===== src/rtl/run_det_pkg.sv =====
// Shared types for the run-length detector: FSM state encoding and output-mode constants.
package run_det_pkg;

    typedef enum logic [1:0] {
        IDLE,
        RUN,
        HIT
    } state_e;

    localparam logic MODE_STICKY  = 1'b0;
    localparam logic MODE_ONESHOT = 1'b1;

endpackage


===== src/rtl/run_counter.sv =====
// Saturating run-length counter: load starts a fresh run at 1, inc extends it up to MAX_RUN.
// cnt_next exposes the value the counter takes at the coming edge so detection can use it.
module run_counter #(
    parameter  int MAX_RUN = 15,
    localparam int CNT_W   = $clog2(MAX_RUN + 1)
) (
    input  logic             clk,
    input  logic             rst,
    input  logic             load,
    input  logic             inc,
    output logic [CNT_W-1:0] cnt_next,
    output logic [CNT_W-1:0] cnt
);

    localparam logic [CNT_W-1:0] MAX_CNT = CNT_W'(MAX_RUN);

    logic [CNT_W-1:0] cnt_d;
    logic [CNT_W-1:0] cnt_q;

    // NOTE: cnt_d gets a default before any branch so no latch is inferred.
    always_comb begin
        cnt_d = cnt_q;
        if (load) begin
            cnt_d = CNT_W'(1);
        end else if (inc && (cnt_q != MAX_CNT)) begin
            cnt_d = cnt_q + 1'b1;
        end
    end

    // NOTE: sequential state uses non-blocking assignments only.
    always_ff @(posedge clk) begin
        if (rst) begin
            cnt_q <= '0;
        end else begin
            cnt_q <= cnt_d;
        end
    end

    assign cnt_next = cnt_d;
    assign cnt      = cnt_q;

endmodule


===== src/rtl/run_length_detector.sv =====
// Detects runs of identical bits on w with separate programmable 0-run and 1-run lengths,
// sticky or one-shot registered outputs, and run value/length status.
module run_length_detector
    import run_det_pkg::*;
#(
    parameter  int MAX_RUN = 15,
    localparam int CNT_W   = $clog2(MAX_RUN + 1)
) (
    input  logic             clk,
    input  logic             rst,
    input  logic             en,
    input  logic             w,
    input  logic [CNT_W-1:0] len0,
    input  logic [CNT_W-1:0] len1,
    input  logic             mode,
    output logic             z,
    output logic             z0,
    output logic             z1,
    output logic             run_val,
    output logic [CNT_W-1:0] run_cnt
);

    state_e           state_d, state_q;
    logic             run_val_d, run_val_q;
    logic             z_d, z_q;
    logic             z0_d, z0_q;
    logic             z1_d, z1_q;
    logic             load, inc, hit;
    logic [CNT_W-1:0] len_sel;
    logic [CNT_W-1:0] cnt_next;

    assign load = en && ((state_q == IDLE) || (w != run_val_q));
    assign inc  = en && !load;

    run_counter #(
        .MAX_RUN (MAX_RUN)
    ) u_run_counter (
        .clk      (clk),
        .rst      (rst),
        .load     (load),
        .inc      (inc),
        .cnt_next (cnt_next),
        .cnt      (run_cnt)
    );

    always_comb begin
        state_d   = state_q;
        run_val_d = run_val_q;
        z0_d      = z0_q;
        z1_d      = z1_q;
        hit       = 1'b0;
        len_sel   = '0;
        if (en) begin
            run_val_d = w;
            len_sel   = w ? len1 : len0;
            if (mode == MODE_STICKY) begin
                hit     = (len_sel != '0) && (cnt_next >= len_sel);
                state_d = hit ? HIT : RUN;
            end else begin
                // Fire only on entering L: a fresh run, or a continuing run that was still below L.
                hit     = (len_sel != '0) && (cnt_next == len_sel) && (load || (run_cnt < len_sel));
                state_d = RUN;
            end
            z0_d = hit & ~w;
            z1_d = hit & w;
        end else if (mode == MODE_ONESHOT) begin
            z0_d = 1'b0;
            z1_d = 1'b0;
        end
        z_d = z0_d | z1_d;
    end

    always_ff @(posedge clk) begin
        if (rst) begin
            state_q   <= IDLE;
            run_val_q <= 1'b0;
            z_q       <= 1'b0;
            z0_q      <= 1'b0;
            z1_q      <= 1'b0;
        end else begin
            state_q   <= state_d;
            run_val_q <= run_val_d;
            z_q       <= z_d;
            z0_q      <= z0_d;
            z1_q      <= z1_d;
        end
    end

    assign z       = z_q;
    assign z0      = z0_q;
    assign z1      = z1_q;
    assign run_val = run_val_q;

endmodule


===== config.mk =====
export PLATFORM = sky130hd
export DESIGN_NAME = run_length_detector
export DESIGN_NICKNAME = d
export VERILOG_FILES = /design/src/rtl/run_det_pkg.sv /design/src/rtl/run_counter.sv /design/src/rtl/run_length_detector.sv
export SDC_FILE = /design/constraint.sdc
export NUM_CORES = 1
export LEC_CHECK = 0
export ABC_AREA = 1
export CAP_MARGIN = 5
export CELL_PAD_IN_SITES_DETAIL_PLACEMENT = 2
export CELL_PAD_IN_SITES_GLOBAL_PLACEMENT = 2
export CORE_ASPECT_RATIO = 1.25
export CORE_MARGIN = 2
export CORE_UTILIZATION = 24
export CTS_CLUSTER_SIZE = 16
export DETAILED_ROUTE_END_ITERATION = 10
export HOLD_SLACK_MARGIN = 0.03
export PLACE_DENSITY = 0.86
export SKIP_LAST_GASP = 1
export SLEW_MARGIN = 20
export SYNTH_ARGS = -nofsm -noshare
export SYNTH_HDL_FRONTEND = slang
export SYNTH_SLANG_ARGS = --single-unit

===== constraint.sdc =====
create_clock -name clk -period 2.9 [get_ports clk]
set_clock_uncertainty 0.05 [all_clocks]
set_input_delay 0.58 -clock clk [delete_from_list [all_inputs] [get_ports clk]]
set_output_delay 0.58 -clock clk [all_outputs]
set_load 0.05 [all_outputs]

Word level (Yosys, flattened, before mapping)
Index checks and enable logic that the tools add are counted.
{ "op_classes": {"n_addsub": 1, "order_cmp": 2, "n_eq_ne": 3, "mux": 11, "n_bitwise": 4, "n_reduce_logical": 11} }
{ "op_table": {"columns": ["op", "count"], "rows": [
  ["4-bit two-way mux", 3],
  ["1-bit logical AND", 6],
  ["1-bit two-way mux", 6],
  ["4-bit by 1-bit adder with 4-bit output (second input constant)", 1],
  ["4-bit equality test", 1],
  ["4-bit >= comparator", 1],
  ["4-bit < comparator", 1],
  ["2-bit two-way mux", 2],
  ["4-bit != test (second input constant)", 1],
  ["4-bit nonzero test", 1],
  ["1-bit AND", 2],
  ["2-bit logical NOT", 1],
  ["1-bit logical OR", 2],
  ["1-bit logical NOT", 1],
  ["1-bit != test", 1],
  ["1-bit NOT", 1],
  ["1-bit bitwise OR", 1]
]} }
{ "word_totals": {"register_bits": 10, "inputBits": 13, "output_inout_bits": 8, "wordCells": 38} }

Depth between registers and ports, before layout
Gate-level depths: netlist of run 1.
{ "logic_depth": {"depth_word": 16, "depth_mapped": 20, "mapped_depth_nobuf": 19} }

Modules after synthesis
Synthesis of run 1 repeated with hierarchy kept, for this count alone.
{ "hier_totals": {"hier_cells": 122, "area_unflattened_um2": 783.3} }
{ "modules_own_cells": {"columns": ["module", "instances", "cells_per_inst", "area_each_um2", "seq_area_each_um2"], "rows": [
  ["run_length_detector", 1, 88, 548.0, 120.1],
  ["run_counter", 1, 34, 235.2, 80.1]
]} }

Worst setup path after synthesis of run 1
Ideal clock, no wire load.
{ "synth_timing": {"kind": "register to register", "from": "register u_run_counter.cnt_q[0], in the netlist u_run_counter.cnt[0]", "to": "register z_q, in the netlist z", "setup_time_ns": 0.114, "arrival_ns": 2.555, "t_required_ns": 2.736, "path_slack_ns": 0.182, "stages_incl_launch_ff": 18, "n_path_buf": 0, "synth_period_minus_slack_ns": 2.718, "cell_sequence": "dfxtp_1 > ha_1 > nand2_1 > o21ai_0 > nor2_2 > nand4_1 > nor2_1 > nor3_1 > ha_1 > a21o_1 > nor3_1 > nor2_1 > nand2_1 > nand2_1 > nand2_1 > nand2_1 > nand2_1 > nand2_1"} }
{ "synth_between": {"elab_chain_len": 12, "elab_cells_between_ends": 19, "cone_classes": "1 x add/sub; 2 x order compare; 2 x eq/ne; 6 x mux; 3 x bitwise; 5 x reduce/logical"} }
{ "synth_lines": {"columns": ["item", "line", "source"], "rows": [
  ["start: declaration", "run_counter.sv:18", "logic [CNT_W-1:0] cnt_q;"],
  ["start signal: assignment", "run_counter.sv:35", "cnt_q <= cnt_d;"],
  ["branches (longest 2 deep; another with 4-bit by 1-bit adder with 4-bit output)", null, null],
  ["4-bit two-way mux (*)", "run_counter.sv:25", "end else if (inc && (cnt_q != MAX_CNT)) begin"],
  ["4-bit two-way mux (*)", "run_counter.sv:23", "if (load) begin"],
  ["via cnt_next[3]", "run_length_detector.sv:30", "logic [CNT_W-1:0] cnt_next;"],
  ["branches (longest 3 deep; another with 4-bit >= comparator)", null, null],
  ["1-bit two-way mux (*)", "run_length_detector.sv:56", "if (mode == MODE_STICKY) begin"],
  ["1-bit two-way mux (*)", "run_length_detector.sv:53", "if (en) begin"],
  ["1-bit AND, on equally long branches", "run_length_detector.sv:64, run_length_detector.sv:65", null],
  ["1-bit two-way mux", "run_length_detector.sv:53", null],
  ["1-bit bitwise OR (*)", "run_length_detector.sv:70", "z_d = z0_d | z1_d;"],
  ["end signal: assignment", "run_length_detector.sv:83", "z_q <= z_d;"],
  ["end: declaration", "run_length_detector.sv:25", "logic z_d, z_q;"]
]} }
Mark *: on every way through the listed nets, which the timed path passes. The select of a mux whose other input is x is not followed.
A chain may end at the register's enable or synchronous reset.

Worst setup path after layout of run 1
Ends and elaborated chain as after synthesis.

==> results.tsv, run 1 <==
metric	value	unit
CP Capture Type	flop	
Worst Tran Pin Value	0.5337	ns
worst hold endpoint	state_q[1]	
vias	916	
Internal Pwr Total	0.2858	mW
clk slew on worst S/H paths	0.07	ns
CP Launch Type	flop	
first-pass GRT wire length	4.761	mm
Tot GR Track Use	18.62	%
Data arrival, critical path	2.84	ns
Power Density	353.1	mW/mm2
Core ar.	0.002945	mm2
fin util	40.74	%
Worst EP required	3.02	ns
Die W	53.69	um
CTS tree	yes	
Sink Count	10	
Worst Reg2Reg Path Length in Cells	18	
Synth area leaders	dfxtp_1, nand2_1, ha_1, inv_1, nor2_1	
Crit Reg-Reg Startpoint	u_run_counter.cnt[0]	
VDD IR-drop max	264.6	uV
relative slew slack	64.31	%
CTS root buf	clkbuf_4	
final count of negative-setup-slack endpoints	0	
pre-CTS worst setup slack	-0.4932	ns
setup TNS	0	ns
area occupied by registers	200.2	um2
worst min path class	flop to flop	
r2r setup slk	0.18	ns
f_max	0.3679	GHz
worst stage delay on the critical path	0.36	ns
min Tclk post-route	2.718	ns
CTS buffer count	3	
worst path cell trace	ha_1 > nand2_2 > o21ai_2 > nor2_2 > buf_4 > nor2_1 > nor3_2 > ha_1 > a21oi_2 > nor2_1 > nor3_2 > nor2_1 > nand2_1 > nand2_1 > nand2_1 > nand2_1 > nand2_1 > nand2_1	
routability congestion estimate	0.8516	
post-synth top area cell	dfxtp_1	
cell mode on critical path	nand2_1	
Synth cell types	23	
Post-synth EDFFs	0	
final wirelength	2.902	mm
Leakage	0.6331	nW
Sw Ratio	32.56	%
Synth Warn #	0	
Max Slew Vio Count	0	
Combinational Power Share	34.8	%
number of global-route vias before repair	1019	
grt total ovfl	0	
Post-synth ARST share	0	%
DRC Markers	0	
Slowest cell on crit path	dfxtp_1	
final hold violations	0	
layout cells sized above 1	26.58	%
period utilization	93.73	%
Synth Register Bits	10	
post-synthesis net count	135	
Multi-input gate area	480.5	um2
Worst-Skew Late Latency	0.27	ns
Seq/Total Area, Yosys	27.03	%
Detailed Route Iter0 Violations	10	
Clk network pwr share	30.6	%
Synth top area share	27.03	%
Initial Util	25.15	%
Final HPWL DP	2.349	mm
clock buffer depth	2	
status	finished clean	
H-tree Lvls	1	
chip height	66.11	um
Crit Path Max Fanout	3	
WHS Path Cells	2	
CTS Hold Bufs	0	
Nets	180	
unrepaired setup endpoints after global routing	no	
Syn Area/Cell	6.497	um2
total power	0.4237	mW
DR vias/cell	4.722	
IO buf count	20	
initial antenna violation count	0	
Area after DPL	0.001125	mm2
I/O Pins	21	
Filler cells	357	
post-route cell area	0.001200	mm2
synthesized instance count	114	
placed insts	189	
ant diodes	0	
switching power	0.1380	mW
Syn Std Cell Area	740.7	um2
register share of total power	34.6	%
WL/cell	14.96	um
final setup margin	0.1817	ns
die area	0.003549	mm2
non-filler cells, final	194	
Setup CP Type	flop to flop	
pin count of the biggest net entering global routing	7	
Top FF cell, synth	dfxtp_1	
ANT nets after route	0	
Pre-antenna DRT Iters	2	
Row Count	22	
hold slack	0.4365	ns
hold_sp	state_q[1]	
max-cap check violation count	0	
Area Growth Syn to Fin	61.99	%
r2r endpoint	z	
[cells in the mapped netlist, types with 2 or more instances]
cell type / count
nand2_1: 33
ha_1: 8
a21oi_1: 4
nor3_1: 4
nor4_1: 2
o21ai_0: 2
o21ai_1: 2
nor2_1: 10
inv_1: 22
nand3_1: 4
dfxtp_1: 10
o211ai_1: 2
[power by group through the flow]
stage	clock, mW	sequential, mW	combinational (mW)
2_1_floorplan	0	0.164	0.0512
5_1_grt	0.142	0.147	0.160
3_5_place_dp	0	0.150	0.138
4_1_cts	0.134	0.147	0.144
3_3_place_gp	0	0.149	0.130
6_report	0.130	0.147	0.147
[placed cells by master (no fill, tap or decap), types with 2 or more instances in the layout]
cell type	netlist	final
a21oi_1	4	3
buf_4	0	21
clkbuf_4	0	3
clkdlybuf4s50_1	0	18
dfxtp_1	10	10
ha_1	8	8
inv_1	22	21
inv_2	1	2
nand2_1	33	32
nand2_2	1	2
nand3_1	4	4
nor2_1	10	7
nor2_2	1	3
nor3_2	1	4
nor4_1	2	2
o211ai_1	2	2
o21ai_1	2	2
[kinds of logic after synthesis]
group,count (synthesis),synth area share [%]
and+or+nand+nor,59,35.64
adders and majority gates,8,13.51
buffers and inverters,24,13.18
AOI/OAI and AO/OA,12,9.460
xor gates and xnor gates,1,1.183
DFF,10,27.03
[worst max path at each step]
stage,cells past startpoint,slack (ns),startpoint,end
finish,18,0.18,u_run_counter.cnt[0],z
global route,18,0.02,u_run_counter.cnt[0],z
CTS,20,0.03,w,z
detailed placement,20,-0.49,w,z
global placement,19,-0.24,w,z
floorplan,17,0.18,u_run_counter.cnt[0],z
[routing by layer]
metal	track usage, %	share of wire [%]
met1	20.08	39
met2	34.30	57
met3	2.036	2.5
met4	8.974	1.4
met5	0	0
[layout make-up]
type / instances / share of cell area (%)
clock buffer: 4 / 3.024
timing repair buffer: 41 / 29.30
tap: 36 / 3.754
multi-input combinational: 80 / 40.04
inverter: 23 / 7.195
sequential: 10 / 16.68
[sequential cells by signal, summed over array words and instances (netlist names)]
signal / count
state_q: 2
u_run_counter.cnt: 4
z0: 1
z: 1
z1: 1
run_val: 1
[critical path, delay by kind of cell (launching register included)]
kind / cells / cell delay [ns]
and+or+nand+nor: 13 / 1.17
adders and majority gates: 2 / 0.54
DFF: 1 / 0.36
AOI/OAI and AO/OA: 2 / 0.32
buffers and inverters: 1 / 0.16
[repair_timing]
action,CTS,global route
buffers inserted,1,0
gates resized for setup,6,10
gates cloned,0,0
pin swaps,4,3
setup endpoints to repair,5,5
No activity file was read; power rests on OpenSTA's default activity.
==> run 2, diff against run 1 <==
--- a/config.mk
+++ b/config.mk
@@ -9,11 +9,11 @@
 export CAP_MARGIN = 5
 export CELL_PAD_IN_SITES_DETAIL_PLACEMENT = 2
 export CELL_PAD_IN_SITES_GLOBAL_PLACEMENT = 2
-export CORE_ASPECT_RATIO = 1.25
 export CORE_MARGIN = 2
 export CORE_UTILIZATION = 24
 export CTS_CLUSTER_SIZE = 16
 export DETAILED_ROUTE_END_ITERATION = 10
+export GPL_TIMING_DRIVEN = 0
 export HOLD_SLACK_MARGIN = 0.03
 export PLACE_DENSITY = 0.86
 export SKIP_LAST_GASP = 1
==> constraint.sdc (replaced) <==
create_clock -name clk -period 2.83 [get_ports clk]
set_clock_uncertainty 0.05 [all_clocks]
set_input_delay 0.566 -clock clk [delete_from_list [all_inputs] [get_ports clk]]
set_output_delay 0.566 -clock clk [all_outputs]
set_load 0.05 [all_outputs]
==> results.tsv, run 2 (same netlist as run 1, synthesis figures left out) <==
metric	value	unit
DRC Markers	0	
most common cell after layout, fill and taps aside	nand2_1	
die area	0.003547	mm2
Nets	164	
pin count of the biggest net entering global routing	11	
worst path cell trace	ha_2 > nand2_1 > o21ai_1 > nor2_2 > nand4_1 > nor2_2 > nor3_2 > ha_1 > nand2_2 > nor2_1 > nor3_2 > nor2_2 > nand2_1 > nand2_1 > nand2_1 > nand2_2 > nand2_2 > nand2_1	
fin util	36.00	%
VDD IR-drop max	131.0	uV
final hold violations	0	
final wirelength	2.691	mm
initial antenna violation count	0	
Worst EP required	2.95	ns
vias	827	
met1 wire length	1.163	mm
Max Slew Vio Count	0	
I/O Pins	21	
CP Launch Type	flop	
Setup CP Type	flop to flop	
post-route cell area	0.001081	mm2
CTS Hold Bufs	0	
Tot GR Track Use	15.12	%
final setup margin	0.1610	ns
IO buf count	19	
most frequent cells in the layout	nand2_1, inv_1, clkdlybuf4s50_1	
wire length on met3	59	um
non-filler cells, final	175	
number of global-route vias before repair	905	
Pre-antenna DRT Iters	3	
CP Capture Type	flop	
min Tclk post-route	2.669	ns
CTS buffer count	3	
layout cells sized above 1	21.13	%
period utilization	94.31	%
hold slack	0.4543	ns
status	finished clean	
Die W	59.56	um
Final HPWL DP	2.035	mm
Data arrival, critical path	2.79	ns
total power	0.4098	mW
chip height	59.56	um
Worst Tran Pin Value	0.5076	ns
top layer reached by signal wires	met4	
Area after DPL	972.2	um2
CTS root buf	clkbuf_4	
ant diodes	0	
worst min path class	flop to flop	
grt total ovfl	0	
Area Growth Syn to Fin	45.95	%
CTS tree	yes	
cell mode on critical path	nand2_1	
H-tree Lvls	1	
Detailed Route Iter0 Violations	15	
Row Count	20	
Core ar.	0.003003	mm2
setup TNS	0	ns
Initial Util	24.67	%
Power Density	379.0	mW/mm2
final count of negative-setup-slack endpoints	0	
ANT nets after route	0	
routability congestion estimate	0.6948	
f_max	0.3747	GHz
worst stage delay on the critical path	0.36	ns
Crit Path Max Fanout	4	
WL/cell	15.38	um
pre-CTS worst setup slack	-0.5319	ns
placed insts	166	
clock buffer depth	2	
clk slew on worst S/H paths	0.07	ns
Worst-Skew Late Latency	0.28	ns
Leakage	0.5537	nW
DR vias/cell	4.726	
relative slew slack	66.06	%
Largest register FFs	4	
max-cap check violation count	0	
Slowest cell on crit path	dfxtp_4	
routed wl met2	1.421	mm
Sink Count	10	
first-pass GRT wire length	4.022	mm
[run 2: changes by cell type in the layout (fill, tap and decap cells not counted), sizes merged]
cell         change
buf             -15
dlygate4sd2      -1
[run 2: worst paths after layout]
check,startpoint,cells after the start,to,slack [ns]
worst min register to register,state_q[1],2,state_q[1],0.45
worst max register to register,u_run_counter.cnt[0],18,z,0.16
worst min-delay path,state_q[1],2,state_q[1],0.45
worst max-delay path,u_run_counter.cnt[0],18,z,0.16
[run 2: worst max-delay path: cells and delay by family, from the launching register on]
| kind | cells | cell delay, ns |
|---|---|---|
| AO/OA/AOI/OAI | 1 | 0.08 |
| adder cells (fa/ha/maj) | 2 | 0.50 |
| AND/OR/NAND/NOR | 15 | 1.57 |
| flip-flops | 1 | 0.36 |
[run 2: cell type report]
type / instances / area (um2)
plain buffers: 1 / 11.26
well taps: 33 / 41.29
clock buffers: 4 / 36.28
flip-flops and latches: 10 / 207.7
multi-input cells: 80 / 475.5
inverters: 23 / 86.33
repair buffers: 24 / 222.7
fillers: 373 / 1922
[run 2: layer usage]
metal  vias to the layer above  GRT usage, %
met5                         -             0
met4                         0         6.667
met3                         4             0
met2                        14         29.98
met1                       392         16.54
li1                        417             -
[run 2: power breakdown]
group          switching [mW]  total, mW  internal [mW]
Combinational          0.0721      0.122         0.0504
Sequential            0.00476      0.151          0.146
Clock                  0.0581      0.136         0.0783
[run 2: timing repair]
action                                  CTS  global route
buffers inserted                          1             4
gates resized for setup                   2            17
endpoints found under the setup margin    5             5
pin swaps                                 1             6
==> run 3, diff against run 2 <==
--- a/config.mk
+++ b/config.mk
@@ -9,6 +9,7 @@
 export CAP_MARGIN = 5
 export CELL_PAD_IN_SITES_DETAIL_PLACEMENT = 2
 export CELL_PAD_IN_SITES_GLOBAL_PLACEMENT = 2
+export CORE_ASPECT_RATIO = 0.8
 export CORE_MARGIN = 2
 export CORE_UTILIZATION = 24
 export CTS_CLUSTER_SIZE = 16
==> results.tsv, run 3 (same netlist as run 1, synthesis figures left out) <==
metric	value	unit
most frequent cells in the layout	nand2_1, inv_1, clkdlybuf4s50_1	
IO buf count	19	
Sink Count	10	
f_max	0.3689	GHz
worst stage delay on the critical path	0.36	ns
die area	0.003549	mm2
post-route cell area	0.001104	mm2
initial antenna violation count	0	
Max Slew Vio Count	0	
clk slew on worst S/H paths	0.05	ns
routability congestion estimate	0.7159	
register share of total power	32.9	%
Final HPWL DP	2.016	mm
Core ar.	0.003018	mm2
crit path launch	u_run_counter.cnt[0]	
WL/cell	15.66	um
Crit Path Max Fanout	5	
DRC Markers	0	
met3 Use GR	2.510	%
Tot GR Track Use	16.52	%
clock buffer depth	2	
Initial Util	24.54	%
met2 usage	29.50	%
Internal Pwr Total	0.3177	mW
r2r endpoint	z	
I/O Pins	21	
cell mode on critical path	nand2_1	
Power Density	420.7	mW/mm2
number of global-route vias before repair	881	
ANT nets after route	0	
setup TNS	0	ns
CTS buffer count	3	
first-pass GRT wire length	4.209	mm
relative slew slack	65.33	%
Combinational Power Share	25.7	%
Row Count	18	
Data arrival, critical path	2.80	ns
Pre-antenna DRT Iters	4	
VDD IR-drop max	175.7	uV
final hold violations	0	
Largest register FFs	4	
CP Launch Type	flop	
grt peak-use layer	met2	
status	finished clean	
Worst Reg2Reg Path Length in Cells	19	
max-cap check violation count	0	
ant diodes	0	
Worst EP required	2.92	ns
switching power	0.1466	mW
Area Growth Syn to Fin	48.99	%
Setup CP Type	flop to flop	
Die W	66.11	um
Clk network pwr share	41.4	%
r2r setup slk	0.12	ns
period utilization	95.78	%
final wirelength	2.803	mm
layout cells sized above 1	22.30	%
final count of negative-setup-slack endpoints	0	
worst min path class	flop to flop	
Nets	161	
worst path cell trace	ha_2 > nand2_2 > o21ai_2 > nor2_2 > nand4_1 > nand2_1 > inv_2 > nor3_2 > ha_1 > nand2_2 > nor2_1 > nor3_2 > nor2_1 > nand2_1 > nand2_1 > nand2_1 > nand2_1 > nand2_1 > nand2_1	
min Tclk post-route	2.711	ns
CTS tree	yes	
Worst Tran Pin Value	0.5184	ns
DR vias/cell	4.581	
H-tree Lvls	1	
CP Capture Type	flop	
chip height	53.69	um
vias	820	
pin count of the biggest net entering global routing	11	
Area after DPL	980.9	um2
most common cell after layout, fill and taps aside	nand2_1	
Leakage	0.5508	nW
Detailed Route Iter0 Violations	5	
end of the critical path	z	
Sw Ratio	31.58	%
grt total ovfl	0	
Slowest cell on crit path	dfxtp_4	
M1 GR Usage	19.92	%
Crit Reg-Reg Startpoint	u_run_counter.cnt[0]	
Worst-Skew Late Latency	0.25	ns
CTS root buf	clkbuf_8	
-- run 3: layout make-up --
class,count,area (um2)
timing repair buffer,21,206.4
fill,357,1914
tap,40,50.05
multi-input combinational,80,485.5
buffer,1,11.26
inverter,23,86.33
sequential,10,209.0
clock buffer,4,55.05
-- run 3: worst max-delay path: cells and delay by family, from the launching register on --
kind                     cells  cell delay (ns)
flip-flops                   1             0.36
adder cells (fa/ha/maj)      2             0.47
AND/OR/NAND/NOR             15             1.58
AO/OA/AOI/OAI                1             0.07
buffers and inverters        1             0.06
-- run 3: per-stage QoR --
step,hold WS (ns),power [mW],util (%),setup slack (ns),instances
2_1_floorplan,0.3879,0.2209,-,0.1118,114
3_3_place_gp,0.4053,0.2587,32.50,-0.4199,173
3_5_place_dp,0.4355,0.2649,32.50,-0.5317,173
4_1_cts,0.4492,0.4597,34.62,0.003286,178
5_1_grt,0.4756,0.4894,36.57,-0.04194,179
6_report,0.4586,0.4643,36.57,0.1193,179
-- run 3: routing by layer --
| layer | vias up | part of all wire [%] |
|---|---|---|
| met2 | 15 | 50 |
| li1 | 412 | - |
| met4 | 0 | 1.5 |
| met1 | 388 | 45 |
| met3 | 5 | 3.4 |
| met5 | - | 0 |
-- run 3: worst min-delay path by stage --
stage,startpoint,end,slack [ns],cells after the start
6_report,state_q[1],state_q[1],0.46,2
5_1_grt,state_q[1],state_q[1],0.48,2
3_5_place_dp,state_q[1],state_q[1],0.44,2
4_1_cts,state_q[1],state_q[1],0.45,2
3_3_place_gp,state_q[1],state_q[1],0.41,2
2_1_floorplan,state_q[1],state_q[1],0.39,2
-- run 3: power by group through the flow --
stage               Combinational, mW  Clock (mW)  Sequential (mW)
floorplan                      0.0525           0            0.168
global placement                0.104           0            0.155
detailed placement              0.109           0            0.156
CTS                             0.113       0.194            0.153
global route                    0.133       0.203            0.153
finish                          0.120       0.192            0.153
-- run 3: repair_timing --
| action | CTS | global route |
|---|---|---|
| hold buffers | 0 | 0 |
| endpoints found under the setup margin | 5 | 5 |
| pin swaps | 1 | 10 |
| setup buffers | 1 | 1 |
| resized for setup | 3 | 20 |
| hold endpoints to repair | 0 | 0 |
